File: config.mk
export PLATFORM = sky130hd
export DESIGN_NAME = seq_det_sched
export DESIGN_NICKNAME = d
export VERILOG_FILES = /design/src/rtl/seq_det_sched_pkg.sv /design/src/rtl/seq_det_rr_arb.sv /design/src/rtl/seq_det_sched.sv
export SDC_FILE = /design/constraint.sdc
export NUM_CORES = 1
export LEC_CHECK = 0
export BUFFER_PORTS_ARGS = -buffer_cell sky130_fd_sc_hd__clkbuf_2
export CAP_MARGIN = 40
export CORE_MARGIN = 4
export CORE_UTILIZATION = 45
export DETAILED_ROUTE_END_ITERATION = 16
export PLACE_DENSITY_LB_ADDON = 0.2
export SYNTH_ARGS = -nofsm -noshare
export SYNTH_HDL_FRONTEND = slang
export SYNTH_SLANG_ARGS = --single-unit
File: constraint.sdc
create_clock -name sys_clk -period 5.27 [get_ports sys_clk]
set_input_delay 0.7905 -clock sys_clk [delete_from_list [all_inputs] [get_ports sys_clk]]
set_output_delay 0.7905 -clock sys_clk [all_outputs]
set_load 0.02 [all_outputs]
File: src/rtl/seq_det_sched_pkg.sv
// Shared types and default sizing for the sequence-detector scheduler.
// The optional round-robin arbiter is enabled by defining SEQ_DET_SCHED_RR_EN.
package seq_det_sched_pkg;

  typedef enum logic [2:0] {
    IDLE,
    CLR,
    SHIFT,
    FLUSH,
    REPORT
  } state_e;

  localparam int DEF_WORD_W  = 8;
  localparam int DEF_CNT_W   = 4;
  localparam int DEF_DET_LAT = 1;

endpackage

File: src/rtl/seq_det_rr_arb.sv
// Requester arbiter: round-robin when SEQ_DET_SCHED_RR_EN is defined,
// otherwise fixed priority (lowest index wins) with no pointer state.
module seq_det_rr_arb #(
  parameter int N_REQ = 2,
  parameter int ID_W  = $clog2(N_REQ)
) (
`ifdef SEQ_DET_SCHED_RR_EN
  input  logic             clk,
  input  logic             rst_n,
  input  logic             take,
`endif
  input  logic [N_REQ-1:0] req,
  output logic [N_REQ-1:0] gnt,
  output logic [ID_W-1:0]  gnt_idx,
  output logic             any_req
);

`ifdef SEQ_DET_SCHED_RR_EN
  logic [ID_W-1:0] ptr_q, ptr_d;

  always_comb begin
    int j;
    // NOTE: every variable written here gets a default first, so no path can infer a latch.
    j       = 0;
    gnt     = '0;
    gnt_idx = '0;
    any_req = 1'b0;
    // Search upward from the pointer with wrap; first hit wins.
    for (int i = 0; i < N_REQ; i++) begin
      j = int'(ptr_q) + i;
      if (j >= N_REQ) j = j - N_REQ;
      if (!any_req && req[j]) begin
        any_req = 1'b1;
        gnt_idx = ID_W'(j);
      end
    end
    if (any_req) gnt[gnt_idx] = 1'b1;

    ptr_d = ptr_q;
    if (take) ptr_d = (int'(gnt_idx) == N_REQ - 1) ? '0 : gnt_idx + 1'b1;
  end

  // NOTE: sequential state is updated only with non-blocking assignments.
  always_ff @(posedge clk or negedge rst_n) begin
    if (!rst_n) ptr_q <= '0;
    else        ptr_q <= ptr_d;
  end
`else
  always_comb begin
    gnt     = '0;
    gnt_idx = '0;
    any_req = 1'b0;
    // Scan downward so the lowest requesting index is the last one written.
    for (int i = N_REQ - 1; i >= 0; i--) begin
      if (req[i]) begin
        any_req = 1'b1;
        gnt_idx = ID_W'(i);
      end
    end
    if (any_req) gnt[gnt_idx] = 1'b1;
  end
`endif

endmodule

File: src/rtl/seq_det_sched.sv
// Shares one serial sequence detector among N_REQ word requesters: grant, clear,
// shift MSB first, flush, then report hit count. Arbitration mode: SEQ_DET_SCHED_RR_EN.
module seq_det_sched
  import seq_det_sched_pkg::*;
#(
  parameter int N_REQ   = 2,
  parameter int WORD_W  = DEF_WORD_W,
  parameter int CNT_W   = DEF_CNT_W,
  parameter int DET_LAT = DEF_DET_LAT
) (
  input  logic                      sys_clk,
  input  logic                      sys_rst_n,
  input  logic [N_REQ-1:0]          req,
  input  logic [N_REQ*WORD_W-1:0]   word,
  output logic [N_REQ-1:0]          gnt,
  output logic                      busy,
  output logic                      det_clr,
  output logic                      det_in,
  input  logic                      det_out,
  output logic                      done,
  output logic [$clog2(N_REQ)-1:0]  done_id,
  output logic [CNT_W-1:0]          hit_cnt
);

  localparam int ID_W  = $clog2(N_REQ);
  localparam int BIT_W = $clog2(WORD_W);
  localparam int FL_W  = $clog2(DET_LAT + 1);

  state_e             state_q, state_d;
  logic [WORD_W-1:0]  sreg_q, sreg_d;
  logic [BIT_W-1:0]   bit_q, bit_d;
  logic [FL_W-1:0]    flush_q, flush_d;
  logic [CNT_W-1:0]   hits_q, hits_d, hits_inc;
  logic [ID_W-1:0]    id_q, id_d;
  logic [N_REQ-1:0]   gnt_q, gnt_d;
  logic               busy_q, busy_d;
  logic               det_clr_q, det_clr_d;
  logic               det_in_q, det_in_d;
  logic               done_q, done_d;
  logic [ID_W-1:0]    done_id_q, done_id_d;
  logic [CNT_W-1:0]   hit_cnt_q, hit_cnt_d;

  logic [N_REQ-1:0]   arb_gnt;
  logic [ID_W-1:0]    arb_idx;
  logic               arb_any;
  logic               arb_take;
  logic               sample;

  seq_det_rr_arb #(.N_REQ(N_REQ), .ID_W(ID_W)) u_arb (
`ifdef SEQ_DET_SCHED_RR_EN
    .clk     (sys_clk),
    .rst_n   (sys_rst_n),
    .take    (arb_take),
`endif
    .req     (req),
    .gnt     (arb_gnt),
    .gnt_idx (arb_idx),
    .any_req (arb_any)
  );

  // Arbitrate from a quiet IDLE, or from REPORT so the next grant lands right after done.
  assign arb_take = arb_any && (((state_q == IDLE) && !(|gnt_q)) || (state_q == REPORT));

  // det_out for bit j is valid DET_LAT cycles after it is driven.
  assign sample   = ((state_q == SHIFT) && (int'(bit_q) >= DET_LAT)) || (state_q == FLUSH);
  assign hits_inc = (sample && det_out && (hits_q != {CNT_W{1'b1}})) ? hits_q + 1'b1 : hits_q;

  always_comb begin
    state_d   = state_q;
    sreg_d    = sreg_q;
    bit_d     = bit_q;
    flush_d   = flush_q;
    hits_d    = hits_q;
    id_d      = id_q;
    gnt_d     = '0;
    det_in_d  = 1'b0;
    done_id_d = done_id_q;
    hit_cnt_d = hit_cnt_q;

    case (state_q)
      IDLE: begin
        if (|gnt_q) state_d = CLR;
      end
      CLR: begin
        state_d  = SHIFT;
        hits_d   = '0;
        bit_d    = '0;
        det_in_d = sreg_q[WORD_W-1];
        sreg_d   = sreg_q << 1;
      end
      SHIFT: begin
        hits_d = hits_inc;
        if (int'(bit_q) == WORD_W - 1) begin
          state_d = FLUSH;
          flush_d = '0;
        end else begin
          bit_d    = bit_q + 1'b1;
          det_in_d = sreg_q[WORD_W-1];
          sreg_d   = sreg_q << 1;
        end
      end
      FLUSH: begin
        hits_d = hits_inc;
        if (int'(flush_q) == DET_LAT - 1) begin
          state_d   = REPORT;
          done_id_d = id_q;
          hit_cnt_d = hits_inc;
        end else begin
          flush_d = flush_q + 1'b1;
        end
      end
      REPORT:  state_d = IDLE;
      default: state_d = IDLE;
    endcase

    if (arb_take) begin
      gnt_d  = arb_gnt;
      id_d   = arb_idx;
      sreg_d = word[int'(arb_idx)*WORD_W +: WORD_W];
    end

    busy_d    = (state_d != IDLE);
    det_clr_d = (state_d == CLR);
    done_d    = (state_d == REPORT);
  end

  // NOTE: datapath registers are reset too, so outputs read 0 straight out of reset.
  always_ff @(posedge sys_clk or negedge sys_rst_n) begin
    if (!sys_rst_n) begin
      state_q   <= IDLE;
      sreg_q    <= '0;
      bit_q     <= '0;
      flush_q   <= '0;
      hits_q    <= '0;
      id_q      <= '0;
      gnt_q     <= '0;
      busy_q    <= 1'b0;
      det_clr_q <= 1'b0;
      det_in_q  <= 1'b0;
      done_q    <= 1'b0;
      done_id_q <= '0;
      hit_cnt_q <= '0;
    end else begin
      state_q   <= state_d;
      sreg_q    <= sreg_d;
      bit_q     <= bit_d;
      flush_q   <= flush_d;
      hits_q    <= hits_d;
      id_q      <= id_d;
      gnt_q     <= gnt_d;
      busy_q    <= busy_d;
      det_clr_q <= det_clr_d;
      det_in_q  <= det_in_d;
      done_q    <= done_d;
      done_id_q <= done_id_d;
      hit_cnt_q <= hit_cnt_d;
    end
  end

  assign gnt     = gnt_q;
  assign busy    = busy_q;
  assign det_clr = det_clr_q;
  assign det_in  = det_in_q;
  assign done    = done_q;
  assign done_id = done_id_q;
  assign hit_cnt = hit_cnt_q;

endmodule

==> results of run 1 <==
## report_power, final
group | total, mW | switching (mW) | internal [mW]
clock network | 0.141 | 0.0769 | 0.0646
logic | 0.499 | 0.284 | 0.215
registers | 0.413 | 0.0923 | 0.321
## state kept, by name (all words and copies together), names as in the netlist
| signal | cells |
|---|---|
| bit_q | 3 |
| id_q | 1 |
| det_in | 1 |
| state_q | 3 |
| done | 1 |
| det_clr | 1 |
| done_id | 1 |
| busy | 1 |
| hit_cnt | 4 |
| gnt | 2 |
| hits_q | 4 |
| sreg_q | 8 |
## per-stage QoR
step / power (mW) / cells / hold WS, ns / utilization (%) / area (um^2)
5_1_grt: 1.14 / 218 / 0.512 / 56.1 / 1770
3_3_place_gp: 0.901 / 210 / 0.471 / 54.2 / 1710
2_1_floorplan: 0.808 / 141 / 0.455 / - / 1540
3_5_place_dp: 0.919 / 210 / 0.478 / 54.2 / 1710
6_report: 1.05 / 218 / 0.493 / 56.1 / 1770
4_1_cts: 1.06 / 218 / 0.499 / 56.1 / 1770
## cell type report
| class | count | area, um^2 |
|---|---|---|
| timing repair buffer | 31 | 155 |
| clock buffer | 7 | 55.1 |
| tap | 44 | 55.1 |
| inverter | 8 | 30.0 |
| sequential | 30 | 751 |
| fill | 298 | 1380 |
| multi-input combinational | 97 | 718 |
| clock inverter | 1 | 5.00 |
## per-layer routing
metal | wire length (um) | vias up | GRT usage (%)
li1 | - | 591 | -
met1 | 1440 | 576 | 20.5
met2 | 1500 | 36 | 26.9
met3 | 177 | 9 | 5.56
met4 | 84 | 0 | 6.35
met5 | 0 | - | 0
## synthesized netlist by cell type (2+ instances only)
library cell / instances
nand2_1: 11
a22o_1: 3
a22oi_1: 7
a32oi_1: 2
o21ai_1: 10
xnor2_1: 2
a31oi_1: 2
a221o_1: 7
ha_1: 4
nor2b_1: 3
inv_2: 3
a21oi_1: 5
a21o_1: 2
buf_6: 2
dfrtp_1: 30
inv_1: 5
nor2_1: 15
buf_2: 3
## cells by family (layout without fill, tap and decap cells)
group | count (synthesis) | after routing | share of synthesized area, %
xor+xnor | 2 | 2 | 1.14
simple gates | 38 | 38 | 11.6
flops | 30 | 30 | 48.7
fa+ha+maj | 4 | 4 | 3.25
buf+inv | 14 | 47 | 4.63
compound gates | 52 | 52 | 30.0
mux | 1 | 1 | 0.650
## cells in the final DEF, fill, tap and decap left out, types with 2 or more instances in the layout
cell type / count
clkbuf_2: 31
a31oi_1: 2
inv_1: 5
a22oi_1: 7
o21ai_1: 10
nor2b_1: 3
a21oi_1: 5
ha_1: 4
xnor2_1: 2
inv_2: 3
dfrtp_1: 30
clkbuf_4: 5
a22o_1: 3
a21o_1: 2
nand2_1: 11
a221o_1: 7
a32oi_1: 2
nor2_1: 15
## final timing paths
check                                start          to  slack, ns  depth (start not counted)
worst max-delay path              bit_q[1]   sreg_q[6]       3.16                          6
worst min-delay path            hit_cnt[3]  hit_cnt[3]       0.49                          2
worst max register to register    bit_q[1]   sreg_q[6]       3.16                          6
worst min register to register  hit_cnt[3]  hit_cnt[3]       0.49                          2
max in group asynchronous        sys_rst_n        id_q       4.28                          1
min in group asynchronous        sys_rst_n    bit_q[0]       0.51                          1
## critical path: stages, from the launching register on
cell and delay [ns]:
dfrtp_1 0.46, ha_1 0.22, ha_1 0.19, nand2b_2 0.22
o32ai_4 0.45, a21oi_4 0.10, a221o_1 0.33
==> reports/qor.txt, run 1 <==
Final HPWL DP -> 2380 um
Final Slew Violations -> 0
GPL Wtd Cong -> 0.808
Post-CTS setup buffers -> 0
GRT overflow -> 0
Pre-CTS setup slack -> 3.19 ns
Clk_lat worst skew -> 0.32 ns
DRC viols -> 0
# rows -> 20
Critical Path End Type -> flop
Post-synth EDFFs -> 0
# setup viols final -> 0
Worst setup SP type -> flop
Final Hold Viols -> 0
Syn_nets -> 166
Sequential area share after synthesis -> 48.7%
Clk sinks -> 30
Fmax -> 474 MHz
Max Cap Viol -> 0
Pwr/cell area -> 595 nW/um^2
Core area -> 3150 um^2
Worst Skew -> 0.00382 ns
Drt total wl -> 3200 um
Vias per inst -> 5.56
Top FF cell, synth -> dfrtp_1
Cells after Synth -> 141
Share of Yosys cell area claimed by the top area cell type -> 48.7%
DR iter-0 viols -> 69
Outcome -> finished clean
Cell variety after synth -> 43
Top cells by area, synth -> dfrtp_1, a221o_1, nor2_1
Port Buffers -> 31
Setup TNS -> 0 ns
Asr flop ratio synth -> 100%
Global-route wire length before repair -> 5660 um
Vias in the first global route -> 1,263
Crit path DAT -> 2.32 ns
Inserted Clock Buffers -> 5
Die W -> 66.5 um
# IOs -> 32
Largest net degree at the start of global routing -> 31
Clock root cell -> clkbuf_4
Fin crit period -> 2.11 ns
Worst-path clk slew -> 0.09 ns
Initial antenna violation count -> 0
DR WL/cell -> 14.7 um
Syn avg cell area -> 10.9 um^2
Nets -> 198
Max_slew headroom -> 49.7%
Post-Syn Area -> 1540 um^2
Maximum vdd ir drop -> 195 uV
Pre-Repair DR Iteration Count -> 4
Final worst path period share -> 40.0%
Final WS setup -> 3.16 ns
RSZ-0062 raised after global routing -> false
Die height -> 66.5 um
Routed vias -> 1,212
Antenna Nets Post-Route -> 0
Tightest Pin Transition -> 0.754 ns
Initial Util -> 48.8%
Tightest Hold Check Type -> reg -> reg
Die area -> 4420 um^2
Critical path type -> reg -> reg
N_diodes -> 0
Ys Warns -> 0
Area leader, netlist -> dfrtp_1
Tot GR Track Use -> 16.7%
Flop and latch count out of synthesis -> 30
Syn-to-layout area delta -> 14.9%
Hold_buf cts -> 0
CP max FO -> 9
Worst-case clock buffer depth -> 2
CP required -> 5.48 ns
Leakage power -> 0.842 nW
CTS tree -> done
Layout cell share with drive strength beyond 1 -> 27.6%
Post-cts sizing count -> 0
H-Tree Depth -> 2
No activity file was read; power rests on OpenSTA's default activity.
==> run 2: changes to the inputs <==
--- a/config.mk
+++ b/config.mk
@@ -5,6 +5,7 @@
 export SDC_FILE = /design/constraint.sdc
 export NUM_CORES = 1
 export LEC_CHECK = 0
+export ABC_AREA = 1
 export BUFFER_PORTS_ARGS = -buffer_cell sky130_fd_sc_hd__clkbuf_2
 export CAP_MARGIN = 40
 export CORE_MARGIN = 4
==> constraint.sdc (replaced) <==
create_clock -name sys_clk -period 1.84 [get_ports sys_clk]
set_input_delay 0.276 -clock sys_clk [delete_from_list [all_inputs] [get_ports sys_clk]]
set_output_delay 0.276 -clock sys_clk [all_outputs]
set_load 0.02 [all_outputs]
==> run 2 against run 1 <==
Compared with the run above:
- the flow now finishes with violations (negative hold slack)
- cell count is 23% higher
- sequential share of layout area is 0.21 points higher
- critical path depth is 1 higher
- maximum frequency is 48% higher
- setup slack worse by 2.7 ns
- via count is 8.3% higher
- sequential cell count stayed put
- core utilization is 0.17 points higher
- first-iteration DRC count is 74% higher
==> reports/qor.txt, run 2 <==
Outcome -> complete, but fails checks
Failing checks -> negative hold slack
Internal power -> 1.55 mW (+160%)
Antenna Nets Post-Route -> 0 (unchanged)
Reg-to-reg slack, setup -> 0.42 ns (-2.74 ns)
DRC viols -> 0 (unchanged)
DR iter-0 viols -> 120 (+74%)
Clk network pwr share -> 14.5% (+1.1 points)
RSZ-0062 raised after global routing -> false
Post-CTS setup buffers -> 0 (unchanged)
Syn avg cell area -> 8.02 um^2 (-27%)
Hold_buf cts -> 0 (unchanged)
Critical Path End Type -> flop
CTS tree -> done
Post-cts sizing count -> 0 (unchanged)
GPL Wtd Cong -> 0.777 (-3.9%)
Initial antenna violation count -> 0 (unchanged)
Final Slew Violations -> 0 (unchanged)
Critical path type -> reg -> reg
Pre-Repair DR Iteration Count -> 4 (unchanged)
Area leader, netlist -> dfrtp_1
Global-route wire length before repair -> 5340 um (-5.7%)
Maximum vdd ir drop -> 626 uV (+220%)
Crit path DAT -> 1.68 ns (-0.64 ns)
Routed vias -> 1,312 (+8.3%)
N_diodes -> 0 (unchanged)
Most flop-heavy register -> sreg_q
Layout cell share with drive strength beyond 1 -> 22.8% (-4.8 points)
Final HPWL DP -> 2350 um (-1.0%)
Top FF cell, synth -> dfrtp_1
Final Hold Viols -> 24 (+24)
Switching share of power -> 44.9% (+1.9 points)
Final hold slack -> -0.0319 ns (-0.525 ns)
Comb power frac -> 45.4% (-2.0 points)
Max_slew headroom -> 52.6% (+2.9 points)
DR WL/cell -> 11.3 um (-23%)
H-Tree Depth -> 2 (unchanged)
Clock root cell -> clkbuf_4
Port Buffers -> 31 (unchanged)
Core area -> 3130 um^2 (-0.79%)
Reg power frac -> 40.1% (+0.9 points)
Vias per inst -> 4.90 (-12%)
Reg-to-reg critical path endpoint -> sreg_q[2]
Tightest Pin Transition -> 0.711 ns (-0.0434 ns)
Cells after Synth -> 188 (+33%)
Psw -> 1.26 mW (+180%)
Flop and latch count out of synthesis -> 30 (unchanged)
Cell count after placement -> 260 (+24%)
Setup TNS -> 0 ns (unchanged)
Die area -> 4340 um^2 (-1.9%)
Asr flop ratio synth -> 100% (unchanged)
Die height -> 65.9 um (-0.94%)
Worst-case clock buffer depth -> 2 (unchanged)
Die W -> 65.9 um (-0.94%)
# rows -> 20 (unchanged)
CP max FO -> 12 (+3)
Commonest non-fill, non-tap cells in the layout -> nand2_1, nand3_1, clkbuf_2
Largest net degree at the start of global routing -> 31 (unchanged)
GRT overflow -> 0 (unchanged)
Max reg flops -> 8 (unchanged)
Synth top cells by count -> nand2_1, nand3_1, dfrtp_1, inv_1, nor2_1
Worst setup SP type -> flop
Pwr/cell area -> 1590 nW/um^2 (+170%)
Clk sinks -> 30 (unchanged)
Initial Util -> 48.2% (-0.65 points)
Nets -> 248 (+25%)
Leakage power -> 0.982 nW (+17%)
Most frequent cell after synthesis -> nand2_1
Share of Yosys cell area claimed by the top area cell type -> 49.8% (+1.1 points)
Clk_lat worst skew -> 0.34 ns (+0.02 ns)
Post-synth EDFFs -> 0 (unchanged)
Syn_nets -> 213 (+28%)
Drt total wl -> 3030 um (-5.3%)
Max Cap Viol -> 0 (unchanged)
Cell variety after synth -> 21 (-51%)
Inserted Clock Buffers -> 5 (unchanged)
Tot GR Track Use -> 16.6% (-0.090 points)
Sequential area share after synthesis -> 49.8% (+1.1 points)
R2R cell count -> 7 (+1)
# IOs -> 32 (unchanged)
Fmax -> 704 MHz (+48%)
Syn-to-layout area delta -> 16.8%
Final Power -> 2.81 mW (+170%)
Worst-path clk slew -> 0.10 ns (about the same)
Tightest Hold Check Type -> in -> async
# setup viols final -> 0 (unchanged)
Post-route insts no fill -> 268 (+23%)
Worst Skew -> 0.0175 ns (+0.0136 ns)
Top cells by area, synth -> dfrtp_1, nand2_1, nand3_1
Ys Warns -> 0 (unchanged)
CP required -> 2.10 ns (-3.38 ns)
RR Startpoint -> bit_q[0]
Post-Syn Area -> 1510 um^2 (-2.1%)
Vias in the first global route -> 1,264 (+0.079%)
Final worst path period share -> 77.2% (+37 points)
Fin crit period -> 1.42 ns (-0.687 ns)
Most common cell after layout, fill and taps aside -> nand2_1
-- run 2: cell types whose count changed in the layout (fill, tap and decap cells not counted), moves of 4 or more --
| cell | before | now |
|---|---|---|
| o21ai_1 | 10 | 1 |
| nand2_1 | 11 | 65 |
| nand4_1 | 0 | 4 |
| a21oi_1 | 5 | 0 |
| nor2_1 | 15 | 8 |
| nand3_1 | 1 | 36 |
| a221o_1 | 7 | 0 |
| o21ai_0 | 0 | 4 |
| a22oi_1 | 7 | 0 |
| inv_1 | 5 | 17 |
-- run 2: critical path, cell delays in order (launching register included) --
cell and delay, ns:
dfrtp_1 0.41, ha_1 0.21, ha_1 0.19, nand2_1 0.15, nand2_4 0.12, inv_2 0.14
nand2_1 0.06, nand3_1 0.08
-- run 2: how the worst max path moves through the flow --
stage | start | to | slack, ns | cells after the start
5_1_grt | bit_q[0] | sreg_q[4] | 0.31 | 7
3_3_place_gp | bit_q[0] | bit_q[1] | 0.46 | 6
6_report | bit_q[0] | sreg_q[2] | 0.42 | 7
2_1_floorplan | bit_q[0] | sreg_q[2] | 0.50 | 7
4_1_cts | bit_q[0] | sreg_q[4] | 0.41 | 7
3_5_place_dp | bit_q[0] | sreg_q[4] | 0.41 | 7
-- run 2: kinds of logic (layout without fill, tap and decap cells) --
kind of cell    count (synthesis)  in the layout  synth area share, %
flops                          30             30                 49.8
buf+inv                        24             60                 6.64
fa+ha+maj                       4              4                 3.32
simple gates                  122            122                 37.1
compound gates                  8              8                 3.15
-- run 2: metal layers --
metal / global-route usage, % / up-vias / wire [um]
li1: - / 683 / -
met1: 19.3 / 583 / 1300
met3: 3.91 / 7 / 220
met4: 10.9 / 0 / 68
met5: 0 / - / 0
met2: 26.9 / 39 / 1440
-- run 2: stage by stage --
stage	hold slack (ns)	setup WS [ns]	utilization, %	instance area [um^2]
after global placement	0.369	0.459	54.4	1700
after CTS	0.000635	0.411	56.3	1760
after floorplan	-0.0196	0.502	-	1510
final	-0.0319	0.419	56.3	1760
after global routing	0.0349	0.308	56.3	1760
after detailed placement	0.370	0.412	54.4	1700
-- run 2: area by class of cell --
cell class	instances	area, um^2
Inverter	20	75.1
Clock inverter	1	5.00
Timing Repair Buffer	32	163
Sequential cell	30	751
Tap cell	44	55.1
Clock buffer	7	55.1
Multi-Input combinational cell	134	657
Fill cell	303	1370
-- run 2: power groups by stage --
stage,clock network [mW],registers (mW),logic (mW)
3_3_place_gp,0,1.14,1.26
4_1_cts,0.418,1.13,1.29
3_5_place_dp,0,1.14,1.29
5_1_grt,0.457,1.16,1.47
2_1_floorplan,0,1.21,0.887
6_report,0.406,1.13,1.27
==> run 3: changes to the inputs <==
==> constraint.sdc (replaced) <==
create_clock -name sys_clk -period 1.2 [get_ports sys_clk]
set_input_delay 0.18 -clock sys_clk [delete_from_list [all_inputs] [get_ports sys_clk]]
set_output_delay 0.18 -clock sys_clk [all_outputs]
set_load 0.02 [all_outputs]
==> run 3 against run 2 <==
Compared with the run above:
- the flow finishes with violations (negative setup slack)
- largest power group unchanged
- wire length grew 23%
- non-clock buffer count rose by 18
- global-route usage increased by 3.1 points
==> reports/qor.txt, run 3 (same netlist as run 2, synthesis figures left out) <==
GPL Wtd Cong -> 0.876 (+13%)
Final worst path period share -> 109% (+31 points)
Tightest Hold Check Type -> in -> reg
# setup viols final -> 20 (+20)
Tot GR Track Use -> 19.7% (+3.1 points)
Fin crit period -> 1.30 ns (-0.119 ns)
Maximum vdd ir drop -> 1490 uV (+140%)
Final HPWL DP -> 2560 um (+8.8%)
Die height -> 65.9 um (unchanged)
Critical-path cell list -> buf_6 -> nand2_4 -> nor2_4 -> nand4_1 -> nand3_2 -> o21ai_1
Outcome -> complete, but fails checks
Vias in the first global route -> 1,486 (+18%)
Cell count after placement -> 276 (+6.2%)
Port Buffers -> 31 (unchanged)
Critical path type -> reg -> reg
Nets -> 267 (+7.7%)
DR iter-0 viols -> 54 (-55%)
DRC viols -> 0 (unchanged)
Clock root cell -> clkbuf_4
CTS tree -> done
RR Startpoint -> state_q[1]
Antenna Nets Post-Route -> 0 (unchanged)
CP max FO -> 5 (-7)
Slowest-stage cell, CP -> dfrtp_1
Initial Util -> 48.2% (unchanged)
Worst Skew -> 0.00839 ns (-0.00907 ns)
Most common cell after layout, fill and taps aside -> nand2_1
Post-route insts no fill -> 287 (+7.1%)
Routed vias -> 1,413 (+7.7%)
Min-delay src -> word[0]
R2R cell count -> 6 (-1)
Slowest stage delay, CP -> 0.45 ns (+0.04 ns)
Vias per inst -> 4.92 (+0.57%)
Clk sinks -> 30 (unchanged)
Reg-to-reg critical path endpoint -> hits_q[0]
Reg-to-reg slack, setup -> -0.10 ns (-0.52 ns)
Syn-to-layout area delta -> 44.0%
CP required -> 1.41 ns (-0.69 ns)
Final Slew Violations -> 0 (unchanged)
Critical Path End Type -> flop
# rows -> 20 (unchanged)
GRT overflow -> 0 (unchanged)
Clk_lat worst skew -> 0.33 ns (about the same)
DR WL/cell -> 13.0 um (+15%)
Die W -> 65.9 um (unchanged)
Setup TNS -> -1.40 ns (-1.40 ns)
Worst-case clock buffer depth -> 2 (unchanged)
Commonest non-fill, non-tap cells in the layout -> nand2_1, clkbuf_2, dfrtp_1
Max_slew headroom -> 74.8% (+22 points)
Core area -> 3130 um^2 (unchanged)
Crit path DAT -> 1.51 ns (-0.17 ns)
Min-Delay Endpoint -> sreg_q[0]
Final Hold Viols -> 0 (-100%)
Leakage power -> 1.13 nW (+15%)
# IOs -> 32 (unchanged)
Worst-path clk slew -> 0.09 ns (about the same)
RSZ-0062 raised after global routing -> true
Fmax -> 768 MHz (+9.1%)
Die area -> 4340 um^2 (unchanged)
Max Cap Viol -> 0 (unchanged)
Inserted Clock Buffers -> 5 (unchanged)
Global-route wire length before repair -> 6420 um (+20%)
WHS Path Cells -> 5
Largest net degree at the start of global routing -> 31 (unchanged)
Worst setup SP type -> flop
Pwr/cell area -> 2570 nW/um^2 (+61%)
Failing checks -> negative setup slack
Tightest Pin Transition -> 0.378 ns (-0.333 ns)
H-Tree Depth -> 2 (unchanged)
Fillers -> 256 (-16%)
Initial antenna violation count -> 0 (unchanged)
Drt total wl -> 3720 um (+23%)
Most flop-heavy register -> sreg_q
Max reg flops -> 8 (unchanged)
Layout cell share with drive strength beyond 1 -> 48.1% (+25 points)
N_diodes -> 0 (unchanged)
Final WS setup -> -0.102 ns (-0.521 ns)
Pre-Repair DR Iteration Count -> 4 (unchanged)
[run 3: worst max-delay path, delay by kind of cell (launching register included)]
family | cells | cell delay, ns
AOI/OAI and AO/OA | 1 | 0.07
buffers and inverters | 1 | 0.13
DFF | 1 | 0.45
and+or+nand+nor | 4 | 0.54
[run 3: worst max-delay path by stage]
stage	to	start	depth (start not counted)	slack [ns]
finish	hits_q[0]	state_q[1]	6	-0.10
global route	hits_q[3]	state_q[1]	8	-0.18
CTS	hits_q[1]	bit_q[1]	7	-0.08
detailed placement	sreg_q[1]	bit_q[1]	7	-0.13
global placement	sreg_q[4]	bit_q[0]	7	-0.10
floorplan	sreg_q[2]	bit_q[0]	7	-0.03
[run 3: cell type report]
| class | instances | area [um^2] | share of cell area [%] |
|---|---|---|---|
| multi-input cells | 135 | 885 | 40.7 |
| well taps | 44 | 55.1 | 2.54 |
| clock buffers | 8 | 78.8 | 3.63 |
| flip-flops and latches | 30 | 753 | 34.7 |
| repair buffers | 50 | 312 | 14.4 |
| inverters | 20 | 87.6 | 4.03 |
[run 3: per-stage QoR]
| stage | power, mW | util, % | worst slack, ns | instance area, um^2 | hold WS [ns] |
|---|---|---|---|---|---|
| 2_1_floorplan | 3.36 | - | -0.0278 | 1560 | -0.116 |
| 3_3_place_gp | 4.03 | 59.9 | -0.105 | 1870 | 0.207 |
| 3_5_place_dp | 4.12 | 59.9 | -0.127 | 1870 | 0.212 |
| 4_1_cts | 5.37 | 67.6 | -0.0816 | 2110 | 0.140 |
| 5_1_grt | 6.02 | 69.4 | -0.178 | 2170 | 0.172 |
| 6_report | 5.59 | 69.4 | -0.102 | 2170 | 0.148 |
[run 3: repair_timing]
action / in CTS / in global routing
endpoints found under the setup margin: 22 / 22
pin swaps: 18 / 17
gates cloned: 1 / 0
buffers inserted: 0 / 1
resized for setup: 42 / 15
endpoints found under the hold margin: 30 / 0
hold buffers: 1 / 0
[run 3: metal layers]
metal  global-route usage, %  routed length (um)  up-vias
met5                       0                   0        -
met4                    7.77                 121        0
met3                    5.27                 180       13
met2                    35.4                1900       44
met1                    21.8                1520      643
li1                        -                   -      713
[run 3: where the power goes]
group | switching, mW | internal, mW
clock network | 0.332 | 0.400
logic | 1.85 | 1.18
registers | 0.382 | 1.45
total | 2.56 | 3.03
